$ cat config.mk
export PLATFORM = sky130hd
export DESIGN_NAME = mem_arbiter
export DESIGN_NICKNAME = d
export VERILOG_FILES = /design/src/rtl/mem_arbiter.sv
export SDC_FILE = /design/constraint.sdc
export NUM_CORES = 1
export LEC_CHECK = 0
export CORE_AREA = 2 2 208 210
export CTS_BUF_LIST = sky130_fd_sc_hd__clkbuf_4 sky130_fd_sc_hd__clkbuf_8 sky130_fd_sc_hd__clkbuf_16
export DETAILED_ROUTE_END_ITERATION = 6
export DIE_AREA = 0 0 210 212
export PLACE_DENSITY_LB_ADDON = 0.05
export SETUP_SLACK_MARGIN = 0.1
export SLEW_MARGIN = 20
export SYNTH_ARGS = -nofsm -noshare
export SYNTH_HDL_FRONTEND = slang
export SYNTH_SLANG_ARGS = --single-unit
$ cat constraint.sdc
create_clock -name CLK -period 1.7 [get_ports CLK]
set_input_delay 0.255 -clock CLK [delete_from_list [all_inputs] [get_ports CLK]]
set_output_delay 0.255 -clock CLK [all_outputs]
set_load 0.02 [all_outputs]
$ cat src/rtl/mem_arbiter.sv
// Shared-slave arbiter: one master at a time gets a single transfer, chosen round-robin or by fixed priority.
// Latency: one grant cycle plus at least one XFER cycle; done/err pulse combinationally in the last XFER cycle.
// Backpressure: masters held via m_stall until done/err; slave stalls via s_ready, aborted after TIMEOUT cycles.
module mem_arbiter #(
    parameter int NUM_M   = 2,
    parameter int ADDR_W  = 64,
    parameter int DATA_W  = 64,
    parameter int RR_MODE = 1,
    parameter int TIMEOUT = 16
) (
    input  logic                    CLK,
    input  logic                    RESET,
    input  logic [NUM_M-1:0]        m_req,
    input  logic [NUM_M*ADDR_W-1:0] m_addr,
    input  logic [NUM_M-1:0]        m_write,
    input  logic [NUM_M*DATA_W-1:0] m_wdata,
    output logic [NUM_M-1:0]        m_stall,
    output logic [NUM_M-1:0]        m_done,
    output logic [NUM_M-1:0]        m_err,
    output logic [DATA_W-1:0]       m_rdata,
    output logic                    s_valid,
    output logic [ADDR_W-1:0]       s_addr,
    output logic                    s_write,
    output logic [DATA_W-1:0]       s_wdata,
    input  logic                    s_ready,
    input  logic [DATA_W-1:0]       s_rdata,
    output logic                    busy
);
    localparam int              IDX_W   = $clog2(NUM_M);
    localparam logic [IDX_W:0]  NUM_M_W = (IDX_W+1)'(NUM_M);
    localparam logic [7:0]      TO_LAST = 8'(TIMEOUT - 1);

    typedef enum logic {IDLE = 1'b0, XFER = 1'b1} state_t;

    state_t              state_q;
    logic [IDX_W-1:0]    ptr_q;
    logic [IDX_W-1:0]    win_q;
    logic [7:0]          cnt_q;
    logic [ADDR_W-1:0]   addr_q;
    logic                write_q;
    logic [DATA_W-1:0]   wdata_q;

    logic                grant_vld;
    logic [IDX_W-1:0]    grant_idx;
    logic [IDX_W:0]      cand;
    logic [ADDR_W-1:0]   sel_addr;
    logic                sel_write;
    logic [DATA_W-1:0]   sel_wdata;
    logic                done_any;
    logic                err_any;
    logic                xfer_end;
    logic [IDX_W-1:0]    ptr_d;

    // Search upward from ptr_q with wrap; fixed-priority mode keeps ptr_q at 0.
    always_comb begin
        grant_vld = 1'b0;
        grant_idx = '0;
        cand      = '0;
        for (int k = 0; k < NUM_M; k++) begin
            cand = {1'b0, ptr_q} + (IDX_W+1)'(k);
            if (cand >= NUM_M_W) begin
                cand = cand - NUM_M_W;
            end
            if (!grant_vld && m_req[cand[IDX_W-1:0]]) begin
                grant_vld = 1'b1;
                grant_idx = cand[IDX_W-1:0];
            end
        end
    end

    always_comb begin
        sel_addr  = '0;
        sel_write = 1'b0;
        sel_wdata = '0;
        for (int i = 0; i < NUM_M; i++) begin
            if (grant_idx == IDX_W'(i)) begin
                sel_addr  = m_addr[i*ADDR_W +: ADDR_W];
                sel_write = m_write[i];
                sel_wdata = m_wdata[i*DATA_W +: DATA_W];
            end
        end
    end

    // Completion beats timeout when s_ready arrives on the last allowed cycle.
    assign done_any = (state_q == XFER) && s_ready;
    assign err_any  = (state_q == XFER) && !s_ready && (cnt_q == TO_LAST);
    assign xfer_end = done_any || err_any;

    always_comb begin
        m_done = '0;
        m_err  = '0;
        for (int i = 0; i < NUM_M; i++) begin
            m_done[i] = done_any && (win_q == IDX_W'(i));
            m_err[i]  = err_any  && (win_q == IDX_W'(i));
        end
    end

    always_comb begin
        ptr_d = '0;
        if (RR_MODE != 0) begin
            ptr_d = (win_q == IDX_W'(NUM_M - 1)) ? '0 : win_q + IDX_W'(1);
        end
    end

    assign m_stall = m_req & ~m_done & ~m_err;
    assign m_rdata = done_any ? s_rdata : '0;
    assign s_valid = (state_q == XFER);
    assign busy    = (state_q == XFER);
    assign s_addr  = addr_q;
    assign s_write = write_q;
    assign s_wdata = wdata_q;

    // Latched slave fields are cleared on exit so they read zero outside XFER.
    always_ff @(posedge CLK or negedge RESET) begin
        if (!RESET) begin
            state_q <= IDLE;
            ptr_q   <= '0;
            win_q   <= '0;
            cnt_q   <= '0;
            addr_q  <= '0;
            write_q <= 1'b0;
            wdata_q <= '0;
        end else begin
            case (state_q)
                IDLE: begin
                    if (grant_vld) begin
                        state_q <= XFER;
                        win_q   <= grant_idx;
                        cnt_q   <= '0;
                        addr_q  <= sel_addr;
                        write_q <= sel_write;
                        wdata_q <= sel_wdata;
                    end
                end
                XFER: begin
                    if (xfer_end) begin
                        state_q <= IDLE;
                        ptr_q   <= ptr_d;
                        addr_q  <= '0;
                        write_q <= 1'b0;
                        wdata_q <= '0;
                    end else begin
                        cnt_q <= cnt_q + 8'd1;
                    end
                end
                default: state_q <= IDLE;
            endcase
        end
    end
endmodule
==> results.sh <==
export IMPL_cts_root_buf="clkbuf_16"
export IMPL_route_detailed_drc=0
export IMPL_path_delay_family="flip-flops"
export IMPL_required_ps=1440
export IMPL_design_area_mm2=0.0166
export IMPL_synth_area_leader_cell="dfrtp_1"
export IMPL_slowest_delay_ps=390
export IMPL_hold_class="input pin to asynchronous set/reset pin"
export IMPL_drtIter0Drc=207
export IMPL_status="finished with violations"
export IMPL_grt_remaining_overflow=0
export IMPL_rsz0062_at_grt="true"
export IMPL_grt_usage=0.156
export IMPL_violations="setup timing"
export IMPL_synth_area_mux_share=0.168
export IMPL_synth_simple_gate_area_frac=0.0748
export IMPL_cts_sinks=140
export IMPL_place_area_mm2=0.0144
export IMPL_worstPathMaxFanout=5
export IMPL_clk_pin_slew_ps=70
export IMPL_ir_drop_v=0.000499
export IMPL_cts_tree="done"
export IMPL_skew_ps=14.1
export IMPL_synth_cell_types=35
export IMPL_ff2ff_path_depth=9
export IMPL_wl_um=35600
export IMPL_final_hold_viol_count=0
export IMPL_post_route_min_period_ps=1980
export IMPL_num_rows=76
export IMPL_path_cells="ha_2, and4b_4, a22o_4, a21boi_2, buf_4"
export IMPL_setup_viol=188
export IMPL_slew_headroom=0.775
export IMPL_endpoint_kind="output port"
export IMPL_place_inst=1684
export IMPL_synth_xor_area_frac=0.00226
export IMPL_seq_area_frac_synth=0.451
export IMPL_cts_buffer_depth=2
export IMPL_fp_coreArea_mm2=0.0425
export IMPL_ios=528
export IMPL_portBuffers=527
export IMPL_synth_warnings=0
export IMPL_detail_route_antenna_nets=0
export IMPL_leakage_nw=8.34
export IMPL_synth_area_per_cell_um2=13.4
export IMPL_netlist_area_mm2=0.00776
export IMPL_die_area_mm2=0.0445
export IMPL_antenna_found_initial=2
export IMPL_tightest_slew_ps=328
export IMPL_num_vias=7394
export IMPL_cp_start_kind="register"
export IMPL_ys_flop_type="dfrtp_1"
export IMPL_die_width_um=210
export IMPL_fmax_mhz=505
export IMPL_path_buf_inv=1
export IMPL_wl_per_cell_um=20.1
export IMPL_power_density_mw_per_mm2=1170
export IMPL_start_util=0.183
export IMPL_synth_adder_area_share=0.00161
export IMPL_cts_buffers=17
export IMPL_ys_ff_latch=140
export IMPL_grt_pass1_wl_um=51200
export IMPL_synth_top_area_frac=0.451
export IMPL_synth_top_family_by_area="compound AO/OA/AOI/OAI gates"
export IMPL_syn_inst=578
export IMPL_dp_hpwl_um=26700
export IMPL_syn_num_nets=906
export IMPL_finalNetCount=1536
export IMPL_synth_compound_area_share=0.243
export IMPL_setup_slack_ps=-278
export IMPL_worst_path_stages=5
export IMPL_final_cell_count_no_fill=1768
export IMPL_synth_edff_count=0
export IMPL_grt_start_max_net_pins=54
export IMPL_area_growth_pct=114
export IMPL_cts_max_level=4
export IMPL_die_h_um=212
export IMPL_slowest_stage="dfrtp_1"
export IMPL_firstDrtPassIters=4
export IMPL_cp_arrival_ps=1720
export IMPL_worstSkewPairLatency_ps=440
export IMPL_async_reset_ff_frac=1.00
export IMPL_grt_pass1_vias=7886
export IMPL_reg2reg_slack_ps=-240
export IMPL_worstSetupPathType="register to output port"
export IMPL_synth_area_leaders="dfrtp_1 45%, o2bb2ai_2 19%, mux2i_1 17%"
export IMPL_report_final_slew_viol_count=0
export IMPL_viasPerCell=4.18
export IMPL_fin_crit_sh=1.16
export IMPL_timing_max_cap_violations=0
export IMPL_place_congestion=0.729
export IMPL_post_route_cells_drive_above_1_share=0.355
[cell usage after synthesis, types with 5 or more instances]
cell       count
o2bb2ai_2    100
buf_2         24
dfrtp_1      140
o2bb2ai_1     29
and3_1        67
nor2_1         9
mux2i_1      130
clkbuf_1      21
buf_12        11
nand2_1        5
[cell type report]
type	instances	area (um2)
Fill cell	4131	25900
Inverter	4	15.0
Timing Repair Buffer	670	7550
Clock inverter	10	114
Tap cell	546	683
Clock buffer	22	482
Antenna cell	1	2.50
Sequential cell	140	3500
Multi-Input combinational cell	375	4220
[flip-flops by register name, summed over array words and instances, names as in the netlist]
register and cells:
busy 1, cnt_q 8, ptr_q 1, s_addr 64
s_wdata 64, s_write 1, win_q 1
[routing by layer]
metal,vias up,wire length [um],global-route usage
li1,3498,-,-
met1,3566,13400,0.168
met2,288,18400,0.280
met3,40,2750,0.0538
met4,2,1050,0.0621
met5,-,13,0
[worst register-to-register path, delay by kind of cell (launching register included)]
kind,cells,cell delay (ps)
fa+ha+maj,1,190
simple gates,2,360
buf+inv,4,580
flops,1,390
compound gates,2,360
[per-stage QoR]
| stage | worst slack (ps) | hold slack, ps | util | TNS (ps) | power (mW) |
|---|---|---|---|---|---|
| global placement | -328 | 182 | 0.339 | -35350 | 14.7 |
| CTS | -323 | 300 | 0.379 | -38080 | 19.8 |
| floorplan | 32.5 | -40.6 | - | 0 | 9.62 |
| finish | -278 | 310 | 0.390 | -34100 | 19.5 |
| detailed placement | -332 | 183 | 0.339 | -33780 | 14.6 |
| global route | -361 | 311 | 0.390 | -45090 | 20.5 |
[path summary, 6_finish.rpt]
check                                start     endpoint
worst max-delay path              cnt_q[1]   m_stall[1]
worst min-delay path                 RESET  s_wdata[50]
worst max register to register    cnt_q[1]  s_wdata[22]
worst min register to register   s_addr[4]    s_addr[4]
max in group asynchronous            RESET  s_wdata[32]
min in group CLK                m_addr[78]   s_addr[14]
[layout by cell type (no fill, tap or decap), types with 2 or more instances in the layout]
master / netlist / layout
and3_4: 0 / 65
buf_4: 2 / 69
buf_6: 1 / 80
a21o_1: 2 / 2
a21oi_1: 4 / 3
clkbuf_16: 0 / 20
nor2_1: 9 / 8
dlygate4sd2_1: 0 / 34
xor2_1: 2 / 2
bufinv_16: 0 / 2
o2bb2ai_2: 100 / 102
clkbuf_8: 0 / 3
nor3_2: 0 / 2
buf_16: 0 / 11
nand3_1: 4 / 4
mux2i_1: 130 / 130
clkbuf_4: 0 / 2
o21ai_0: 2 / 2
clkdlybuf4s50_1: 0 / 324
nand2_1: 5 / 3
clkinv_2: 0 / 4
clkinv_4: 0 / 2
o2bb2ai_1: 29 / 27
dlymetal6s2s_1: 0 / 95
dfrtp_1: 140 / 139
and3_1: 67 / 2
nand4_1: 2 / 2
buf_8: 0 / 7
buf_12: 11 / 45
inv_1: 4 / 4
[repair_timing]
item / 4_1_cts / 5_1_grt
hold buffers: 1 / 0
pin swaps: 4 / 5
setup buffers: 29 / 10
setup endpoints to repair: 330 / 303
hold endpoints to repair: 23 / 0
gates cloned: 14 / 3
resized for setup: 498 / 127
[where the power goes]
part           internal, mW  total [mW]  switching [mW]  leakage, nW
sequential             4.39        5.12           0.734         1.78
clock                  2.31        3.87            1.56        0.297
combinational          5.64        10.5            4.83         6.26
[logic make-up (layout without fill, tap and decap cells)]
group / after synthesis / count (layout)
AO/OA/AOI/OAI: 147 / 147
AND/OR/NAND/NOR: 95 / 95
other: 0 / 1
multiplexers: 130 / 130
buffers and inverters: 63 / 706
adder cells (fa/ha/maj): 1 / 1
flip-flops: 140 / 140
XOR/XNOR: 2 / 2
Note: power is estimated with default switching activity, not from simulation.
